==> config.mk <==
export PLATFORM = sky130hd
export DESIGN_NAME = row_collect_stage
export DESIGN_NICKNAME = d
export VERILOG_FILES = /design/src/rtl/row_collect_stage.sv
export SDC_FILE = /design/constraint.sdc
export NUM_CORES = 1
export LEC_CHECK = 0
export ABC_AREA = 1
export CAP_MARGIN = 20
export CELL_PAD_IN_SITES_DETAIL_PLACEMENT = 1
export CELL_PAD_IN_SITES_GLOBAL_PLACEMENT = 2
export CORE_MARGIN = 10
export CORE_UTILIZATION = 34
export DETAILED_ROUTE_END_ITERATION = 16
export PLACE_DENSITY = 0.8
export REMOVE_ABC_BUFFERS = 1
export SLEW_MARGIN = 25
export SYNTH_ARGS = -nofsm -noshare
export SYNTH_HDL_FRONTEND = slang
export SYNTH_SLANG_ARGS = --single-unit
==> constraint.sdc <==
create_clock -name CLK -period 14.8 [get_ports CLK]
set_input_delay 2.96 -clock CLK [delete_from_list [all_inputs] [get_ports CLK]]
set_output_delay 2.96 -clock CLK [all_outputs]
set_load 0.01 [all_outputs]
==> src/rtl/row_collect_stage.sv <==
// row_collect_stage: gathers per-lane MAC results into complete output rows
// and writes them, in completion order, to the output memory. Rows are held
// in an output register backed by a DEPTH-entry skid FIFO under OMEM_Ready
// backpressure. A START_CALC pulse begins (or aborts and restarts) a job of
// ROWS rows at destination ODST, and sticky flags report dropped rows and
// lanes that were re-validated before their row completed.
module row_collect_stage #(
    parameter int LANES = 4,
    parameter int DW    = 16,
    parameter int AW    = 4,
    parameter int DEPTH = 2
) (
    input  logic                CLK,
    input  logic                RST,
    input  logic                START_CALC,
    input  logic [AW-1:0]       ODST,
    input  logic [AW-1:0]       ROWS,
    input  logic [LANES*DW-1:0] MAC_ODATA,
    input  logic [LANES-1:0]    MAC_OVALID,
    input  logic                OMEM_Ready,
    output logic [LANES*DW-1:0] OMEM_Data,
    output logic [AW-1:0]       OMEM_Addr,
    output logic                OMEM_Write,
    output logic                Row_Done,
    output logic                Job_Done,
    output logic                Busy,
    output logic                Overflow,
    output logic                Lane_Dup
);

    localparam int RW = LANES * DW;
    localparam int CW = $clog2(DEPTH + 1);
    localparam int PW = (DEPTH > 1) ? $clog2(DEPTH) : 1;
    localparam logic [CW-1:0] FULL_CNT = CW'(DEPTH);
    localparam logic [PW-1:0] LAST_PTR = PW'(DEPTH - 1);

    // Collection state
    logic [LANES-1:0] mask_q, mask_d;
    logic [RW-1:0]    lane_q, lane_d;
    logic [AW-1:0]    cidx_q, issued_q;

    // Job state
    logic [AW-1:0]    odst_q, rows_q, acc_q;
    logic             busy_q, row_done_q, job_done_q, overflow_q, dup_q;

    // Output register and skid FIFO
    logic             out_valid_q;
    logic [RW-1:0]    out_data_q;
    logic [AW-1:0]    out_addr_q;
    logic [RW-1:0]    fifo_data_q [DEPTH];
    logic [AW-1:0]    fifo_addr_q [DEPTH];
    logic [PW-1:0]    rd_ptr_q, wr_ptr_q;
    logic [CW-1:0]    count_q;

    // Per-cycle decisions
    logic [LANES-1:0] mask_base, mask_all;
    logic             row_complete, lane_dup, in_job, accept;
    logic             fifo_empty, fifo_full, out_free;
    logic             load_out, push, pop, drop;
    logic [AW-1:0]    row_addr, acc_inc;

    function automatic logic [PW-1:0] next_ptr(input logic [PW-1:0] p);
        return (p == LAST_PTR) ? '0 : p + 1'b1;
    endfunction

    // Merge this cycle's valid lanes over the buffered lanes; the result is
    // both the new lane buffer and the row written when the mask completes.
    always_comb begin
        // NOTE: default assignment first so partially-valid cycles never infer a latch.
        lane_d = lane_q;
        for (int i = 0; i < LANES; i++) begin
            if (MAC_OVALID[i]) begin
                lane_d[(LANES-i)*DW-1 -: DW] = MAC_ODATA[(LANES-i)*DW-1 -: DW];
            end
        end
    end

    // A START_CALC cycle behaves as if mask, FIFO and output register were
    // already empty, so same-cycle valids belong to the new job.
    assign mask_base    = START_CALC ? '0 : mask_q;
    assign mask_all     = mask_base | MAC_OVALID;
    assign row_complete = &mask_all;
    assign mask_d       = row_complete ? '0 : mask_all;
    assign lane_dup     = |(mask_base & MAC_OVALID);
    assign row_addr     = START_CALC ? ODST : (odst_q + cidx_q);
    assign in_job       = START_CALC ? (ROWS != '0) : (busy_q && (issued_q != rows_q));

    assign accept       = out_valid_q & OMEM_Ready & ~START_CALC;
    assign fifo_empty   = START_CALC | (count_q == '0);
    assign fifo_full    = ~START_CALC & (count_q == FULL_CNT);
    assign out_free     = START_CALC | ~out_valid_q | accept;
    assign load_out     = row_complete & in_job & out_free & fifo_empty;
    assign push         = row_complete & in_job & ~load_out & (~fifo_full | accept);
    assign drop         = row_complete & fifo_full & ~accept;
    assign pop          = accept & ~fifo_empty;
    assign acc_inc      = acc_q + 1'b1;

    // Lane mask, lane buffer, completion/issue counters and sticky flags.
    always_ff @(posedge CLK or posedge RST) begin
        if (RST) begin
            mask_q     <= '0;
            lane_q     <= '0;
            cidx_q     <= '0;
            issued_q   <= '0;
            overflow_q <= 1'b0;
            dup_q      <= 1'b0;
        end else begin
            mask_q <= mask_d;
            lane_q <= lane_d;
            if (START_CALC) begin
                cidx_q     <= AW'(row_complete);
                issued_q   <= AW'(row_complete & in_job);
                overflow_q <= 1'b0;
                dup_q      <= 1'b0;
            end else begin
                if (row_complete)
                    cidx_q <= cidx_q + 1'b1;
                if (row_complete && in_job)
                    issued_q <= issued_q + 1'b1;
                overflow_q <= overflow_q | drop;
                dup_q      <= dup_q | lane_dup;
            end
        end
    end

    // Job bookkeeping: accepted-row count, Busy, Row_Done and Job_Done pulses.
    always_ff @(posedge CLK or posedge RST) begin
        if (RST) begin
            odst_q     <= '0;
            rows_q     <= '0;
            acc_q      <= '0;
            busy_q     <= 1'b0;
            row_done_q <= 1'b0;
            job_done_q <= 1'b0;
        end else if (START_CALC) begin
            odst_q     <= ODST;
            rows_q     <= ROWS;
            acc_q      <= '0;
            busy_q     <= (ROWS != '0);
            row_done_q <= 1'b0;
            job_done_q <= (ROWS == '0);
        end else begin
            row_done_q <= accept;
            job_done_q <= 1'b0;
            if (accept) begin
                acc_q <= acc_inc;
                if (busy_q && (acc_inc == rows_q)) begin
                    job_done_q <= 1'b1;
                    busy_q     <= 1'b0;
                end
            end
        end
    end

    // Skid FIFO holding completed rows behind the output register.
    always_ff @(posedge CLK or posedge RST) begin
        if (RST) begin
            rd_ptr_q <= '0;
            wr_ptr_q <= '0;
            count_q  <= '0;
            // NOTE: storage is cleared as well so no stale row survives reset;
            // with a large DEPTH this would be left unreset and rely on count_q.
            for (int i = 0; i < DEPTH; i++) begin
                fifo_data_q[i] <= '0;
                fifo_addr_q[i] <= '0;
            end
        end else if (START_CALC) begin
            rd_ptr_q <= '0;
            wr_ptr_q <= '0;
            count_q  <= '0;
        end else begin
            if (push) begin
                fifo_data_q[wr_ptr_q] <= lane_d;
                fifo_addr_q[wr_ptr_q] <= row_addr;
                wr_ptr_q              <= next_ptr(wr_ptr_q);
            end
            if (pop)
                rd_ptr_q <= next_ptr(rd_ptr_q);
            count_q <= count_q + CW'(push) - CW'(pop);
        end
    end

    // Output register: refills from the FIFO head on accept, else takes a
    // freshly completed row, else drops OMEM_Write once accepted or flushed.
    always_ff @(posedge CLK or posedge RST) begin
        if (RST) begin
            out_valid_q <= 1'b0;
            out_data_q  <= '0;
            out_addr_q  <= '0;
        end else if (pop) begin
            out_valid_q <= 1'b1;
            out_data_q  <= fifo_data_q[rd_ptr_q];
            out_addr_q  <= fifo_addr_q[rd_ptr_q];
        end else if (load_out) begin
            out_valid_q <= 1'b1;
            out_data_q  <= lane_d;
            out_addr_q  <= row_addr;
        end else if (accept || START_CALC) begin
            out_valid_q <= 1'b0;
        end
    end

    assign OMEM_Write = out_valid_q;
    assign OMEM_Data  = out_data_q;
    assign OMEM_Addr  = out_addr_q;
    assign Row_Done   = row_done_q;
    assign Job_Done   = job_done_q;
    assign Busy       = busy_q;
    assign Overflow   = overflow_q;
    assign Lane_Dup   = dup_q;

endmodule

After elaboration in Yosys (flattened, before gate mapping) --
Cells that the tools add are included. W data, S select, Z words.
Word-level totals: output and inout port bits 74, input port bits 80, word-level logic and storage cells 133, register bits 302
Cells by class: add/sub/neg operators 8, reduce and logical (&&, ||, !) cells 20, bitwise operators 28, equality and inequality tests 3, magnitude comparators 3, mux-type cells 49
Operators with widths (count):
- $mux W64 | 6
- $bwmux W128 | 1
- $demux W64 S1 | 1
- $mux W16 | 4
- $mux W4 | 15
- $mux W1 | 19
- $reduce_bool A2 Y1 | 7
- $add A4 B1 Y4 const B | 3
- $and A1 B1 Y1 | 12
- $bwmux W8 | 1
- $not A1 Y1 | 6
- $or A1 B1 Y1 | 6
- $add A4 B4 Y4 | 1
- $and A4 B4 Y4 | 1
- $demux W4 S1 | 1
- $eq A4 B4 Y1 | 1
- $ge A2 B2 Y1 const B | 2
- $logic_and A1 B1 Y1 | 4
- $logic_not A4 Y1 | 1
- $ne A4 B4 Y1 | 1
- $not A1 Y2 | 2
- $or A4 B4 Y4 | 1
- $reduce_and A2 Y1 | 2
- $reduce_and A4 Y1 | 1
- other kinds (11) | 12

Logic depth before layout (Yosys ltp) --
Gate-level depths: netlist of the first run.
depth in word-level cells 12, mapped depth 14, mapped depth without buffers 13

Worst setup path before layout of the first run --
OpenSTA, ideal clock, no wires.
kind input -> register, start point in MAC_OVALID[0], end point reg count_q[1], stages 14, path buffers 2, required time 14.669 ns, setup slack 10.082 ns, setup time 0.131 ns, data arrival time 4.587 ns, cells stage by stage buf_4 > inv_2 > nand2_1 > nand2_1 > nor2_8 > nand2_4 > nor2_8 > buf_4 > nand2_1 > ha_1 > inv_1 > ha_1 > xor2_1 > nor2_1
Between the ends: longest elaborated chain between the ends 11
RTL lines:
- from (decl) | RTL line 19 | input logic [LANES-1:0] MAC_OVALID,
- $or A4 B4 Y4 (*) | RTL line 81 | assign mask_all = mask_base | MAC_OVALID;
- $reduce_and A4 Y1 (*) | RTL line 82 | assign row_complete = &mask_all;
- $and A1 B1 Y1 (*) | RTL line 92, 93
- $and A1 B1 Y1 (2 in a row) | RTL line 92 | assign load_out = row_complete & in_job & out_free & fifo_empty;
- $not A1 Y1 | RTL line 93 | assign push = row_complete & in_job & ~load_out & (~fifo_full | accept);
- $and A1 B1 Y1 (*) (2 in a row) | RTL line 93
- $add A2 B1 Y2 (*) | RTL line 179 | count_q <= count_q + CW'(push) - CW'(pop);
- $sub A2 B1 Y2 (*) | RTL line 179
- $mux W2 (*) | RTL line 167 | end else if (START_CALC) begin
- to (signal assigned) | RTL line 179
- to (decl) | RTL line 53 | logic [CW-1:0] count_q;
Every way passes the cells marked *; elsewhere a longest branch is shown, timed or not. A chain may end at the register's enable or synchronous reset.

Worst setup path in the final report of the first run --
start point in START_CALC, end point reg count_q[1]
Between the ends: longest elaborated chain between the ends 12, elaborated cells on any way between the ends 23, classes of those cells add/sub (2); mux (3); bitwise (17); reduce/logical (1)
RTL lines:
- from (decl) | RTL line 15 | input logic START_CALC,
- $mux W4 | RTL line 80 | assign mask_base = START_CALC ? '0 : mask_q;
- $or A4 B4 Y4 | RTL line 81
- $reduce_and A4 Y1 | RTL line 82
- $and A1 B1 Y1 | RTL line 92, 93
- $and A1 B1 Y1 (2 in a row) | RTL line 92
- $not A1 Y1 | RTL line 93
- $and A1 B1 Y1 (2 in a row) | RTL line 93
- $add A2 B1 Y2 | RTL line 179
- $sub A2 B1 Y2 | RTL line 179
- $mux W2 (*) | RTL line 167
Marks and branches as above.

==> key figures, run 1 <==
Pwr
  – Internal Power: ~0.0017 W
  – PwrDens: approximately 140 nW/um^2
  – Clk pwr share: 0.345
  – Leak pwr: approximately 8.3 nW
  – Net Switching: roughly 0.0007 W
  – Switching fraction of total power: 0.293
  – Combinational share of power: 0.212
  – Flop pwr share: 0.444
  – Max IR drop VDD: between 50 and 60 uV

STA
  – Max Slew Vio Count: 0
  – RSZ-0062 raised after global routing: no
  – Final setup vio count: 0
  – Hold_ws: between 0.4 and 0.5 ns
  – Fin crit share: 0.445
  – Worst Skew: roughly 0.016 ns
  – Rel. slew slack: 0.287
  – Final hold violations: 0
  – Post-layout minimum cycle time: ~6.6 ns
  – Setup WS post-layout: ~8.2 ns
  – Slew @ Worst Pin: around 1.1 ns
  – Setup TNS: 0 ns
  – Max frequency: 152 MHz

Worst hold path
  – Min-Delay Path Class: reg -> reg

Synth
  – Seq cells post-synth: 302
  – Post-synth EDFFs: 0
  – Post-Synthesis Cells: 1685
  – Post-synth ARST share: 1.00
  – Netlist cell types: 35
  – YS warnings: 0
  – Top FF cell, synth: dfrtp_1
  – Register area share after synthesis: 0.539
  – Mapped cell area: between 10000 and 15000 sq um
  – Avg Inst Size Synth: approximately 8.3 sq um

Floorplanning
  – Core box area: 40800 sq um
  – Chip Width: 223 microns
  – Starting Density: 0.344
  – Chip height: 223 microns
  – Row cnt: 74
  – Ports: 154
  – Total die area: between 40000 and 50000 sq um

Job
  – Max_cap viols: 0

Critical path
  – Worst Path Arrival: between 6 and 7 ns
  – CP required: between 15 and 20 ns
  – CP Cell Sequence: clkdlybuf4s50_1 -> buf_4 -> inv_2 -> nand2_1 -> nand2_1 -> nand2_1 -> nor2_8 -> nand2_4 -> nor2_8 -> buf_4 -> nand2_1 -> ha_1 -> inv_1 -> ha_1 -> xor2_1 -> nor2_1
  – CP max-delay cell: buf_4
  – CP Max Fanout: 91
  – Critical Path Start Type: primary input
  – Crit-path max cell delay: around 0.86 ns
  – Crit path top cell by count: nand2_1
  – Crit. End Element: flip-flop
  – Setup CP Type: in -> reg

Cells and area
  – Register area: roughly 7600 sq um
  – Layout Nets: 1859
  – Fill count: 4828
  – Share of cells above drive strength 1: 0.0507
  – Layout area overhead: 20.5%
  – Leading cell type in the layout, fill and taps excluded: nand2_1
  – Highest-count cells in the layout ignoring fill and taps: nand2_1 (759), dfrtp_1 (300), clkdlybuf4s50_1 (153)
  – Final Core Density: 0.414
  – N_diodes: 0
  – Finished Layout Cells: between 2000 and 2500
  – Multi-input gate area: approximately 5600 sq um

Clock network
  – H-tree depth: 2
  – Inserted Clock Buffers: 36
  – CTS clk-pin slew, worst paths: roughly 0.060 ns
  – Clock Tree Root: clkbuf_16
  – CTS Buffer Depth: 3
  – Setup bufs post-CTS: 0
  – Post-CTS Hold Buffers: 0
  – CTS Sinks: slightly above 300
  – Clk Latency, worst-skew pair: between 0.5 and 0.6 ns
  – CTS tree: built
  – Post-CTS sizing: 0

Placement
  – Port Buffers: roughly 150
  – Pre-CTS WS: approximately 7.6 ns
  – Hpwl dp: 25.1 mm
  – Final Wtd Congestion: 0.762
  – Placed Cells: roughly 2300

Route
  – Total number of vias: 11700
  – Routed wire length: roughly 42 mm
  – Initial DRC Count: around 670
  – DR DRC count: 0
  – Final ANT Viol Nets: 0
  – DR WL/cell: between 15 and 20 microns
  – Via-to-Cell Ratio: 5.05
  – DRT Pass-1 Iters: 4

Global routing
  – Gr ovfl total: 0
  – GR Util All Layers: 0.169
  – Largest net degree at the start of global routing: 120
  – First-pass GRT wire length: about 70 mm
  – Initial antenna violation count: 0
  – Vias in the first global route: roughly 13000

Status
  – Status: finished, final reports clean
worst paths after layout:
kind	startpoint	end	slack, ns	cells after the start
worst max-delay path	START_CALC	count_q[1]	8.22	16
worst min-delay path	fifo_data_q[112]	fifo_data_q[112]	0.47	2
worst max register to register	issued_q[0]	count_q[1]	11.30	14
worst min register to register	fifo_data_q[112]	fifo_data_q[112]	0.47	2
max in group asynchronous	RST	fifo_data_q[69]	9.87	4
min in group asynchronous	RST	lane_q[30]	2.99	2
routing by layer:
layer | up-vias | wire (microns) | track usage
met5 | - | 0 | 0
met4 | 0 | 660 | 0.0336
met3 | 45 | 1610 | 0.0296
met2 | 161 | 20000 | 0.284
met1 | 5871 | 19900 | 0.224
li1 | 5658 | - | -
metrics by stage:
stage	power [W]	cell area (sq um)
finish	0.00243	16900
global route	0.00259	16900
CTS	0.00247	16800
detailed placement	0.00162	15700
global placement	0.00160	15700
floorplan	0.00134	13400
power by group through the flow:
stage | clock [W] | sequential [W] | combinational (W)
after floorplan | 0 | 0.00110 | 0.000237
after global placement | 0 | 0.00109 | 0.000513
after detailed placement | 0 | 0.00109 | 0.000526
after CTS | 0.000863 | 0.00108 | 0.000529
after global routing | 0.000899 | 0.00110 | 0.000589
final | 0.000837 | 0.00108 | 0.000514
registers in the layout, indices dropped and copies added (netlist names):
signal / flops
fifo_data_q: 128
OMEM_Data: 64
lane_q: 64
fifo_addr_q: 8
OMEM_Addr: 4
acc_q: 4
cidx_q: 4
issued_q: 4
mask_q: 4
odst_q: 4
rows_q: 4
count_q: 2
Busy: 1
Job_Done: 1
Lane_Dup: 1
OMEM_Write: 1
Overflow: 1
Row_Done: 1
rd_ptr_q: 1
wr_ptr_q: 1
cell usage after synthesis, types with 9 or more instances:
| cell | n | area, sq um |
|---|---|---|
| a21oi_1 | 9 | 45.0 |
| buf_2 | 35 | 175 |
| buf_4 | 18 | 135 |
| clkbuf_1 | 53 | 199 |
| dfrtp_1 | 302 | 7560 |
| inv_1 | 51 | 191 |
| inv_2 | 9 | 33.8 |
| mux2i_1 | 43 | 430 |
| nand2_1 | 759 | 2850 |
| nand3_1 | 85 | 425 |
| nand4_1 | 136 | 851 |
| nor2_1 | 19 | 71.3 |
| o21ai_0 | 109 | 546 |
cells by family after synthesis:
family	synth area share
AND/OR/NAND/NOR	0.310
flip-flops	0.539
buffers and inverters	0.0612
AO/OA/AOI/OAI	0.0467
multiplexers	0.0307
adder cells (fa/ha/maj)	0.00856
XOR/XNOR	0.00437
critical path: cells and delay by family:
| family | cells | cell delay [ns] |
|---|---|---|
| xor gates and xnor gates | 1 | 0.15 |
| adders and majority gates | 2 | 0.54 |
| buffers and inverters | 5 | 1.83 |
| and+or+nand+nor | 8 | 1.46 |
cell type report:
class,count,area share
Clock inverter,6,0.00192
Tap cell,532,0.0394
Clock buffer,56,0.0631
Multi-Input combinational cell,1200,0.333
Inverter,61,0.0144
Sequential cell,302,0.448
Timing Repair Buffer,169,0.100
Note: power is estimated with default switching activity, not from simulation.
==> inputs of run 2 (changes only) <==
Clock period 14.8 ns to 6.58 ns, I/O delays scaled along.
==> key figures, run 2 (synthesis gave the netlist of run 1 again) <==
Floorplanning
  – Chip Width: 223 microns
  – Ports: between 150 and 200
  – Core box area: about 41000 sq um
  – Starting Density: 0.344
  – Row cnt: 74
  – Chip height: 223 microns
  – Total die area: about 50000 sq um

Cells and area
  – Final instance area: ~17000 sq um
  – Finished Layout Cells: roughly 2300
  – Largest Register: fifo_data_q
  – Share of cells above drive strength 1: 0.0480
  – Layout area overhead: 20.1%
  – N_diodes: 0
  – Leading cell type in the layout, fill and taps excluded: nand2_1
  – Layout Nets: between 1500 and 2000
  – Highest-count cells in the layout ignoring fill and taps: nand2_1 (759), dfrtp_1 (300), clkdlybuf4s50_1 (153)
  – Final Core Density: 0.412
  – Largest register FFs: 128

Critical path
  – Critical Path Start Type: primary input
  – CP required: roughly 7 ns
  – Setup CP Type: in -> reg
  – Worst Path Arrival: about 4.7 ns
  – FF-to-FF path depth: 10
  – Crit path top cell by count: nand2_1
  – CP Max Fanout: 86
  – Kind of cell adding the most delay to the critical path: buffers and inverters
  – Critical R2R Launch: OMEM_Write
  – Crit-path max cell delay: between 0.8 and 0.9 ns
  – R2r setup slk: about 3.3 ns
  – CP Cell Sequence: clkdlybuf4s50_1 -> buf_4 -> inv_2 -> o21ai_0 -> nand2_1 -> nand2_1 -> inv_4 -> nand3_4 -> nand2_1 -> nand2_1
  – CP max-delay cell: nand3_4
  – Critical R2R Capture: fifo_data_q[28]
  – Buf/Inv on CP: 4
  – Crit. End Element: flip-flop

Clock network
  – Inserted Clock Buffers: 35
  – CTS tree: built
  – Clock Tree Root: clkbuf_16
  – Setup bufs post-CTS: 0
  – CTS Sinks: 302
  – Post-CTS sizing: 0
  – Clk Latency, worst-skew pair: approximately 0.52 ns
  – CTS clk-pin slew, worst paths: about 0.06 ns
  – H-tree depth: 2
  – Post-CTS Hold Buffers: 0
  – CTS Buffer Depth: 3

Pwr
  – PwrDens: ~320 nW/um^2
  – Internal Power: 0.00384 W
  – Max IR drop VDD: ~190 uV
  – Net Switching: roughly 0.0016 W
  – Combinational share of power: 0.212
  – Total power: 0.00543 W
  – Switching fraction of total power: 0.293
  – Flop pwr share: 0.446
  – Clk pwr share: 0.342
  – Leak pwr: slightly above 8 nW

Route
  – Initial DRC Count: about 600
  – Via-to-Cell Ratio: 5.05
  – DRT Pass-1 Iters: 4
  – DR WL/cell: 18.2 microns
  – Met2 wire length: ~20 mm
  – Routed wire length: roughly 42 mm
  – DRT met1 WL: slightly below 20 mm
  – Total number of vias: about 12000
  – Final ANT Viol Nets: 0
  – Met3 wire length: 1.93 mm
  – Top sig layer: met4
  – DR DRC count: 0

Placement
  – Hpwl dp: about 25 mm
  – Port Buffers: approximately 150
  – Area post-placement: about 16000 sq um
  – Pre-CTS WS: 1.73 ns
  – Placed Cells: 2265
  – Final Wtd Congestion: 0.759

Worst hold path
  – Hold Path Origin: fifo_data_q[121]
  – Min-Delay Path Class: reg -> reg
  – Worst Hold Endpoint: fifo_data_q[121]
  – Hold Path Stages: 2

Status
  – Status: finished, final reports clean

STA
  – Slew @ Worst Pin: a little over 1 ns
  – Final hold violations: 0
  – Max Slew Vio Count: 0
  – Max frequency: 232 MHz
  – Rel. slew slack: 0.313
  – Final setup vio count: 0
  – Fin crit share: 0.655
  – Worst Skew: approximately 0.020 ns
  – RSZ-0062 raised after global routing: no
  – Setup WS post-layout: 2.27 ns
  – Post-layout minimum cycle time: between 4 and 5 ns

Global routing
  – Initial antenna violation count: 0
  – Vias in the first global route: 12600
  – First-pass GRT wire length: around 70 mm
  – GR Util All Layers: 0.168
  – Largest net degree at the start of global routing: 124
  – Gr ovfl total: 0

Job
  – Max_cap viols: 0
## run 2: how the worst max path moves through the flow
stage / depth (start not counted) / start / end
floorplan: 1 / RST / Busy
global placement: 10 / START_CALC / fifo_data_q[30]
detailed placement: 10 / START_CALC / fifo_data_q[28]
CTS: 10 / START_CALC / fifo_data_q[28]
global route: 10 / START_CALC / fifo_data_q[28]
finish: 10 / START_CALC / fifo_data_q[28]
## run 2: cell type report
cell class / count / area [sq um]
Inverter: 61 / 244
Clock buffer: 56 / 1060
Multi-Input combinational cell: 1200 / 5630
Tap cell: 532 / 666
Timing Repair Buffer: 170 / 1670
Fill cell: 4743 / 24000
Sequential cell: 302 / 7560
Clock inverter: 1 / 5.00
## run 2: power by group through the flow
stage,clock (W),sequential [W],combinational (W)
floorplan,0,0.00248,0.000533
global placement,0,0.00244,0.00115
detailed placement,0,0.00246,0.00118
CTS,0.00192,0.00243,0.00118
global route,0.00200,0.00248,0.00131
finish,0.00186,0.00243,0.00115
## run 2: per-stage QoR
step                      hold slack [ns]  setup TNS [ns]
after floorplan                     0.437         -930.74
after global placement              0.448               0
after detailed placement            0.454               0
after CTS                           0.469               0
after global routing                0.491               0
final                               0.466               0
## run 2: metal layers
layer	global-route usage	up-vias
li1	-	5657
met1	0.228	5863
met2	0.276	177
met3	0.0292	38
met4	0.0294	0
met5	0	-
## run 2: tightest hold or removal path, cell delays in order (launching register included)
cell and delay, ns:
dfrtp_1 0.34, nand2_1 0.05, nand2_1 0.05
